==> src/rtl/hbm_pkg.sv <==
// Shared definitions for the Hamming best-match engine.
//   hbm_state_t : sweep FSM state encoding
//   POP_CHUNK   : popcount slice width in bits
//   RATIO_NUM   : ratio-test numerator (used only when HBM_RATIO_TEST_EN is defined)
//   RATIO_DEN   : ratio-test denominator (used only when HBM_RATIO_TEST_EN is defined)
//   popcount64  : number of set bits in one 64-bit slice
package hbm_pkg;

  localparam int POP_CHUNK = 64;
  localparam int RATIO_NUM = 3;
  localparam int RATIO_DEN = 4;

  typedef enum logic [1:0] {
    IDLE  = 2'd0,
    ISSUE = 2'd1,
    DRAIN = 2'd2,
    DONE  = 2'd3
  } hbm_state_t;

  function automatic logic [6:0] popcount64(input logic [63:0] w);
    logic [6:0] cnt;
    cnt = '0;
    for (int i = 0; i < 64; i++) begin
      cnt = cnt + 7'(w[i]);
    end
    return cnt;
  endfunction

endpackage

==> src/rtl/hbm_popcount.sv <==
// Two-cycle registered popcount of a DWIDTH-bit word.
// Cycle 1 registers one popcount per 64-bit slice; cycle 2 registers their sum.
//   clk   in  clock
//   rstb  in  synchronous active-high reset
//   data  in  DWIDTH  word to count
//   sum   out DW      registered popcount of data, two cycles later
module hbm_popcount
  import hbm_pkg::*;
#(
  parameter int DWIDTH = 256,
  parameter int DW     = $clog2(DWIDTH + 1)
) (
  input  logic              clk,
  input  logic              rstb,
  input  logic [DWIDTH-1:0] data,
  output logic [DW-1:0]     sum
);

  localparam int NCHUNK = DWIDTH / POP_CHUNK;

  logic [6:0]    chunk_q [NCHUNK];
  logic [DW-1:0] sum_c;

  always_ff @(posedge clk) begin
    if (rstb) begin
      for (int i = 0; i < NCHUNK; i++) begin
        chunk_q[i] <= '0;
      end
    end else begin
      for (int i = 0; i < NCHUNK; i++) begin
        chunk_q[i] <= popcount64(data[i*POP_CHUNK +: POP_CHUNK]);
      end
    end
  end

  always_comb begin
    sum_c = '0;
    for (int i = 0; i < NCHUNK; i++) begin
      sum_c = sum_c + DW'(chunk_q[i]);
    end
  end

  always_ff @(posedge clk) begin
    if (rstb) sum <= '0;
    else      sum <= sum_c;
  end

endmodule

==> src/rtl/hamming_best_match.sv <==
// Sweeps up to DEPTH descriptors from an attached URAM and reports the index
// and Hamming distance of the closest one to a query, plus the runner-up
// distance. Read data is counted on ram_valid, so any URAM read latency works.
// Build option: define HBM_RATIO_TEST_EN to make match_ok a 4*best < 3*second
// ratio test; otherwise match_ok just flags a non-empty sweep.
//   clk, rstb           clock, synchronous active-high reset
//   start, query        sweep request and query descriptor
//   num_desc            descriptors to compare (clamped to DEPTH)
//   ram_en, ram_regce   URAM read enables
//   ram_addr            URAM read address
//   ram_valid, ram_dout URAM read return
//   busy                sweep in progress
//   match_valid         one-cycle result strobe
//   best_idx, best_dist, second_dist, match_ok  results
//
// state | meaning
// IDLE  | waiting for start
// ISSUE | one URAM read per cycle, addresses 0..n-1
// DRAIN | waiting for the last returns to leave the compare pipeline
// DONE  | strobe match_valid, results held
module hamming_best_match
  import hbm_pkg::*;
#(
  parameter int DEPTH  = 1000,
  parameter int DWIDTH = 256,
  parameter int AW     = $clog2(DEPTH),
  parameter int DW     = $clog2(DWIDTH + 1)
) (
  input  logic              clk,
  input  logic              rstb,
  input  logic              start,
  input  logic [DWIDTH-1:0] query,
  input  logic [AW:0]       num_desc,
  output logic              ram_en,
  output logic              ram_regce,
  output logic [AW-1:0]     ram_addr,
  input  logic              ram_valid,
  input  logic [DWIDTH-1:0] ram_dout,
  output logic              busy,
  output logic              match_valid,
  output logic [AW-1:0]     best_idx,
  output logic [DW-1:0]     best_dist,
  output logic [DW-1:0]     second_dist,
  output logic              match_ok
);

  hbm_state_t state, next_state;

  logic [DWIDTH-1:0] q_reg;
  logic [AW:0]       n_reg;
  logic [AW-1:0]     issue_cnt;
  logic [AW:0]       ret_cnt;

  logic [DWIDTH-1:0] s1_xor;
  logic              s1_v, s2_v, s3_v;
  logic [AW-1:0]     s1_idx, s2_idx, s3_idx;
  logic [DW-1:0]     pc_sum;

  logic accept, pipe_empty, issue_last, start_ok, ratio_ok;

  assign start_ok   = (state == IDLE) && start;
  assign accept     = ram_valid && ((state == ISSUE) || (state == DRAIN)) && (ret_cnt < n_reg);
  assign pipe_empty = !s1_v && !s2_v && !s3_v;
  assign issue_last = ({1'b0, issue_cnt} == (n_reg - 1'b1));

`ifdef HBM_RATIO_TEST_EN
  logic [DW+1:0] ratio_lhs, ratio_rhs;
  assign ratio_lhs = (DW+2)'(RATIO_DEN) * (DW+2)'(best_dist);
  assign ratio_rhs = (DW+2)'(RATIO_NUM) * (DW+2)'(second_dist);
  assign ratio_ok  = (ratio_lhs < ratio_rhs);
`else
  assign ratio_ok  = (n_reg != '0);
`endif

  always_ff @(posedge clk) begin
    if (rstb) state <= IDLE;
    else      state <= next_state;
  end

  always_comb begin
    next_state = state;
    case (state)
      IDLE:  if (start) next_state = ISSUE;
      ISSUE: begin
        if (n_reg == '0)     next_state = DONE;
        else if (issue_last) next_state = DRAIN;
      end
      DRAIN: if ((ret_cnt == n_reg) && pipe_empty) next_state = DONE;
      DONE:  next_state = IDLE;
      default: next_state = IDLE;
    endcase
  end

  always_comb begin
    ram_en      = 1'b0;
    busy        = 1'b0;
    match_valid = 1'b0;
    case (state)
      ISSUE: begin
        ram_en = (n_reg != '0);
        busy   = 1'b1;
      end
      DRAIN:   busy = 1'b1;
      DONE:    match_valid = 1'b1;
      default: ;
    endcase
  end

  assign ram_regce = ram_en;
  // issue_cnt parks on the last address, so ram_addr holds outside ISSUE.
  assign ram_addr  = issue_cnt;

  always_ff @(posedge clk) begin
    if (rstb) begin
      q_reg       <= '0;
      n_reg       <= '0;
      issue_cnt   <= '0;
      ret_cnt     <= '0;
      s1_xor      <= '0;
      s1_v        <= 1'b0;
      s2_v        <= 1'b0;
      s3_v        <= 1'b0;
      s1_idx      <= '0;
      s2_idx      <= '0;
      s3_idx      <= '0;
      best_idx    <= '0;
      best_dist   <= '0;
      second_dist <= '0;
      match_ok    <= 1'b0;
    end else begin
      s1_v   <= accept;
      s1_xor <= q_reg ^ ram_dout;
      s1_idx <= ret_cnt[AW-1:0];
      s2_v   <= s1_v;
      s2_idx <= s1_idx;
      s3_v   <= s2_v;
      s3_idx <= s2_idx;

      if (accept) ret_cnt <= ret_cnt + 1'b1;

      if ((state == ISSUE) && (n_reg != '0) && !issue_last)
        issue_cnt <= issue_cnt + 1'b1;

      // Strict less-than keeps the earlier (lower) index on ties, since
      // returns arrive in address order.
      if (s3_v) begin
        if (pc_sum < best_dist) begin
          second_dist <= best_dist;
          best_dist   <= pc_sum;
          best_idx    <= s3_idx;
        end else if (pc_sum < second_dist) begin
          second_dist <= pc_sum;
        end
      end

      // The pipeline is empty here, so best/second are final.
      if ((state != DONE) && (next_state == DONE))
        match_ok <= ratio_ok;

      if (start_ok) begin
        q_reg       <= query;
        n_reg       <= (num_desc > (AW+1)'(DEPTH)) ? (AW+1)'(DEPTH) : num_desc;
        issue_cnt   <= '0;
        ret_cnt     <= '0;
        best_idx    <= '0;
        best_dist   <= DW'(DWIDTH);
        second_dist <= DW'(DWIDTH);
        match_ok    <= 1'b0;
      end
    end
  end

  hbm_popcount #(
    .DWIDTH (DWIDTH),
    .DW     (DW)
  ) u_popcount (
    .clk  (clk),
    .rstb (rstb),
    .data (s1_xor),
    .sum  (pc_sum)
  );

endmodule

==> config.mk <==
export PLATFORM = sky130hd
export DESIGN_NAME = hamming_best_match
export DESIGN_NICKNAME = d
export VERILOG_FILES = /design/src/rtl/hbm_pkg.sv /design/src/rtl/hbm_popcount.sv /design/src/rtl/hamming_best_match.sv
export SDC_FILE = /design/constraint.sdc
export NUM_CORES = 1
export LEC_CHECK = 0
export CAP_MARGIN = 15
export CELL_PAD_IN_SITES_DETAIL_PLACEMENT = 2
export CELL_PAD_IN_SITES_GLOBAL_PLACEMENT = 2
export CORE_ASPECT_RATIO = 1.2
export CORE_UTILIZATION = 30
export CTS_BUF_LIST = sky130_fd_sc_hd__clkbuf_4
export DETAILED_ROUTE_END_ITERATION = 6
export HOLD_SLACK_MARGIN = 0.05
export PLACE_DENSITY = 0.78
export SETUP_SLACK_MARGIN = 0.15
export SYNTH_ARGS = -nofsm -noshare
export SYNTH_HDL_FRONTEND = slang
export SYNTH_HIERARCHICAL = 1
export SYNTH_SLANG_ARGS = --single-unit
==> constraint.sdc <==
create_clock -name clk -period 5.5 [get_ports clk]
set_input_delay 0.825 -clock clk [delete_from_list [all_inputs] [get_ports clk]]
set_output_delay 0.825 -clock clk [all_outputs]
set_load 0.03 [all_outputs]
After elaboration in Yosys (flattened, before gate mapping)

Memories as Yosys holds them, arrays and structs flattened.
Index checks and enable logic that the tools add are counted.

Add/sub/neg operators: 258
Multiply operators: 0
Div/mod/pow operators: 0
$lt $le $gt $ge: 4
Equality and inequality tests: 7
Shifts and indexed selects: 0
Muxes and demuxes: 23
Bitwise gates (word level): 5
Reduce and logical (&&, ||, !) cells: 27

Operators with widths:

| kind                                                                              | number |
|---|---|
| 7-bit by 1-bit adder with 7-bit output                                            | 248 |
| 256-bit XOR                                                                       | 1 |
| 9-bit two-way mux                                                                 | 7 |
| 7-bit two-way mux                                                                 | 4 |
| 9-bit by 7-bit adder with 9-bit output                                            | 2 |
| 9-bit < comparator                                                                | 2 |
| 11-bit by 1-bit adder with 11-bit output, second input constant                   | 1 |
| 10-bit by 11-bit == test with 1-bit output                                        | 1 |
| 11-bit == test                                                                    | 1 |
| 11-bit by 10-bit greater-than comparator with 1-bit output, second input constant | 1 |
| 11-bit zero test                                                                  | 1 |
| 11-bit < comparator                                                               | 1 |
| 11-bit two-way mux                                                                | 1 |
| 11-bit nonzero test                                                               | 1 |
| 11-bit by 1-bit subtractor with 11-bit output, second input constant              | 1 |
| 10-bit by 1-bit adder with 10-bit output, second input constant                   | 1 |
| 1-bit logical AND                                                                 | 9 |
| 1-bit by 1-bit adder with 2-bit output                                            | 4 |
| 7-bit by 7-bit adder with 8-bit output                                            | 1 |
| 2-bit two-way mux                                                                 | 4 |
| 2-bit case mux with 4 select lines                                                | 1 |
| 2-bit AND reduction                                                               | 4 |
| 2-bit == test, second input constant                                              | 3 |
| 1-bit two-way mux                                                                 | 6 |
| other kinds (9)                                                                   | 18 |

Register bits: 617
Latch bits: 0
Bits in writable memories: 28
Memory bits (read-only): 0
Output and inout bits: 43
Logic and storage cells: 344
Memories kept: 1

Memories:

| name               | words | width | read ports | clocked after memory_dff | wr ports | RTL line           | source |
|---|---|---|---|---|---|---|---|
| u_popcount.chunk_q | 4     | 7     | 4          | 0                        | 4        | hbm_popcount.sv:21 | `logic [6:0] chunk_q [NCHUNK];` |

Depth between registers and ports, before layout

Depth after elaboration: 64
Mapped depth: 19
Depth with buffers taken out: 19

Modules after synthesis

Netlist, hierarchy kept.

Modules (own cells, without submodules):

| module             | instances | cells each | area each (µm²) | seq. area each (µm²) |
|---|---|---|---|---|
| hamming_best_match | 1         | 2,425      | 21,762.1        | 12,171.7 |
| hbm_popcount       | 1         | 848        | 8,461.9         | 740.7 |

Least setup slack after synthesis

Ideal clock, no wire load.

Path kind: register to register
From: reg s1_xor[187]
To: mem u_popcount.chunk_q[2][4]
Data arrival time: 5,484 ps
Data required time: 5,383 ps
Slack: -101 ps
Cell stages (with the launch flop): 19
Period minus slack after synthesis: 5,601 ps
Cell sequence: dfxtp_1 -> inv_1 -> fa_1 -> fa_1 -> inv_1 -> fa_1 -> inv_1 -> fa_1 -> fa_1 -> fa_1 -> fa_1 -> fa_1 -> inv_1 -> ha_1 -> fa_1 -> a21o_1 -> a21oi_1 -> xnor2_1 -> nor2_1

RTL lines:

| element                | RTL line                  | source |
|---|---|---|
| from (decl)            | hamming_best_match.sv:54  | `logic [DWIDTH-1:0] s1_xor;` |
| from (signal assigned) | hamming_best_match.sv:132 | `s1_xor <= q_reg ^ ram_dout;` |
| to (decl)              | hbm_popcount.sv:21        |  |

==> run metrics <==
status=complete, but fails checks; violated checks=negative setup slack; endpoint type of the worst setup path=flop; critical path buffer and inverter count=4; Clock Power Share=between 10% and 20%; critical-path cell list=inv_2 > fa_1 > inv_2 > fa_2 > inv_2 > fa_1 > fa_1 > fa_1 > fa_1 > fa_1 > fa_1 > inv_2 > ha_4 > fa_2 > a21o_1 > a21oi_2 > xnor2_1 > nor2_1; prevailing post-synth register cell=dfxtp_1; final instance area=40400 sq um; DIE HEIGHT=350 um; ANT nets after route=0; EDFF count, synth=0; mapped cell area=approximately 30000 sq um; worst reg2reg path depth=18; P_int=19.8 mW; initial drt markers=689; most frequent cells in the layout=632 x dfxtp_1, 568 x clkdlybuf4s50_1, 548 x nand2_1; RR Startpoint=s1_xor[179]$_SDFF_PP0_; io pins=570; IO buf count=around 570; Longest Clk Path Bufs=3; share of the core filled with cells=40.4%; vias=around 24000; gpl congestion=between 0.8 and 0.9; CTS sink cnt=~650; largest net degree at the start of global routing=approximately 160; Metal-1 WL=around 38000 um; worst-margin pin slew=943 ps; Max Fclk=between 150 and 200 MHz; Worst R2R End=u_popcount/chunk_q[2][4]$_SDFF_PP0_; worst skew pair latency=~1100 ps; Arr. time, crit path=~6700 ps; post-synthesis compound-gate area fraction=7.30%; Sw Ratio=between 40% and 50%; fin crit share=105%; number of CTS-inserted buffers=178; Reg2Reg Setup Slack=-280 ps; Initial Util=~30%; total wire length=approximately 110000 um; Setup crit start=s1_xor[179]$_SDFF_PP0_; via/cell ratio=roughly 4.5; Overflow after GRT=0; post-route setup TNS=-3240 ps; uppermost layer routed=met5; Critical Path Fanout Max=2; final max-slew violation count=0; Max Cap Violations=0; global-route usage over all layers=20.8%; startpoint types=flop; Post-DP HPWL=75300 um; relative slew slack=about 37%; wire per inst=19.5 um; Synth Area in Simple Gates=between 10% and 20%; Avg Cell Area, Syn=slightly above 9 sq um; DRC=0; PD cells=about 850 nW/um^2; CP max stage delay=~570 ps; slowest CP cell=fa_1; adder-cell share of the synthesized area=approximately a fifth; CP most frequent cell=fa_1; Flop pwr share=16.1%; Netlist cell types=between 60 and 70; fin nets=between 4000 and 5000; DR WL met2=58700 um; kind of critical path=reg2reg; CTS clock-pin slew for the worst setup and hold paths=around 70 ps; Seq/Total Area, Yosys=42.7%; antenna violations before repair=13; largest family of logic cells by synthesized area=adder cells; RSZ-0062 raised after global routing=true; Yosys warning count=6; vias in the first global route=roughly 29000; overall power=approximately 34 mW; CP top delay family=adder cells; Cell Rows=127; worst path required time=between 6000 and 7000 ps; min-delay worst type=in2reg; Clock Root Buffer=clkbuf_4; skew final=86.9 ps; layout cell share with drive strength beyond 1=a little over a tenth; H-Tree Depth=4; CP Depth=18; worst setup margin=-280 ps; DR WL met3=4820 um; syn nets=4133; Gate power share=between 70% and 80%; first-pass GRT wire length=~160000 um; Initial DRT Pass Iterations=4; Post-Synth XOR/XNOR Area=8.17%; TritonCTS clock tree=yes; synth-to-layout area growth=33.6%; static leakage=about 17 nW; # setup viols final=19; Placeable Area=~100000 sq um; post-synthesis mux area share=0.994%; Die Area=102000 sq um; Switch Pwr=between 10 and 15 mW; Syn Inst Count=about 3300; Yosys reg bits=645; Post-DP Area=~37000 sq um; leading cell type in the layout, fill and taps excluded=dfxtp_1; Final min period=a little under 6000 ps; Async SR Flop Fraction=0%; die extent in x=slightly below 300 um; Worst setup endpoint=u_popcount/chunk_q[2][4]$_SDFF_PP0_; Hold Vio Cnt, Final=0; Peak VDD IR=1.47 mV
==> how the worst min path moves through the flow <==
stage                         start                             endpoint  slack [ps]  cells past startpoint
2_1_floorplan  s1_idx[0]$_SDFF_PP0_                 s2_idx[0]$_SDFF_PP0_         410                      1
3_5_place_dp   s1_idx[1]$_SDFF_PP0_                 s2_idx[1]$_SDFF_PP0_         430                      1
6_report                  query[52]               q_reg[52]$_SDFFE_PP0P_         250                      3
3_3_place_gp   s1_idx[4]$_SDFF_PP0_                 s2_idx[4]$_SDFF_PP0_         420                      1
4_1_cts                        rstb  u_popcount/chunk_q[3][4]$_SDFF_PP0_         -30                      2
5_1_grt                   query[90]               q_reg[90]$_SDFFE_PP0P_          90                      3
==> cell families (layout without fill, tap and decap cells) <==
logic type      Yosys count  count (layout)
compound gates          387             387
xor+xnor                282             282
fa+ha+maj               333             333
buf+inv                 550            1368
flops                   645             645
mux                      30              30
other cells               0              15
simple gates           1046            1046
==> power by group through the flow <==
stage               clock network [mW]  logic (mW)  registers (mW)
floorplan                            0        13.5            5.51
global placement                     0        19.0            5.59
detailed placement                   0        20.2            5.62
CTS                               4.62        22.9            5.52
global route                      4.87        27.0            5.56
finish                            4.41        24.4            5.51
==> repair_timing <==
item / CTS / global route
buffers inserted: 6 / 5
endpoints found under the setup margin: 24 / 25
hold buffers: 33 / 1
resized for setup: 75 / 36
endpoints found under the hold margin: 37 / 2
pin swaps: 67 / 42
==> stage by stage <==
stage / std cells / hold WS [ps] / worst slack [ps]
final: 5396 / 250 / -280
after global routing: 5391 / 94.2 / -498
after CTS: 5375 / -26.5 / -281
after detailed placement: 5023 / 430 / -308
after global placement: 5023 / 416 / -169
after floorplan: 3273 / 414 / 82.1
==> layout make-up <==
| type | count | area (sq um) |
|---|---|---|
| Antenna cell | 15 | 37.5 |
| Clock buffer | 255 | 1910 |
| Clock inverter | 58 | 294 |
| Fill cell | 10900 | 59600 |
| Inverter | 409 | 1540 |
| Multi-Input combinational cell | 2078 | 15600 |
| Sequential cell | 645 | 12900 |
| Tap cell | 1290 | 1610 |
| Timing Repair Buffer | 646 | 6470 |
==> worst reg2reg max path, cell delays in order, from the launching register on <==
cell	delay, ps
dfxtp_2	330
inv_2	40
fa_1	550
inv_2	40
fa_2	520
inv_2	40
fa_1	440
fa_1	550
fa_1	450
fa_1	570
fa_1	450
fa_1	510
inv_2	50
ha_4	160
fa_2	350
a21o_1	170
a21oi_2	160
xnor2_1	140
nor2_1	60
==> cell usage after synthesis, types with 3 or more instances <==
cell | number | area [sq um]
nand3_1 | 8 | 40.0
nand4_1 | 12 | 75.1
clkbuf_1 | 119 | 447
nor4_1 | 8 | 50.1
o21ai_0 | 26 | 130
or4_1 | 7 | 52.6
ha_1 | 103 | 1290
xnor2_1 | 275 | 2410
a2bb2oi_1 | 3 | 26.3
xor2_1 | 7 | 61.3
buf_1 | 15 | 56.3
or3_1 | 6 | 37.5
mux2i_1 | 30 | 300
buf_2 | 5 | 25.0
nor2_1 | 341 | 1280
a21o_1 | 9 | 67.6
nor3_1 | 20 | 100
nand2b_1 | 10 | 62.6
nor2b_1 | 46 | 288
nor3b_1 | 8 | 60.1
o211ai_1 | 5 | 37.5
o22ai_1 | 3 | 18.8
and3_1 | 6 | 37.5
inv_1 | 409 | 1540
and2_1 | 4 | 25.0
a211oi_1 | 26 | 195
nand2_1 | 549 | 2060
a21oi_1 | 276 | 1380
nor4b_1 | 7 | 61.3
a31oi_1 | 3 | 18.8
dfxtp_1 | 645 | 12900
o211a_1 | 3 | 30.0
o21a_1 | 8 | 60.1
fa_1 | 230 | 4600
a311o_1 | 3 | 30.0
==> layer usage <==
metal / up-vias / track usage, %
met5: - / 0
met4: 12 / 8.97
met3: 216 / 5.05
met1: 12000 / 20.9
li1: 11600 / -
met2: 596 / 40.1
No activity file was read; power rests on OpenSTA's default activity.
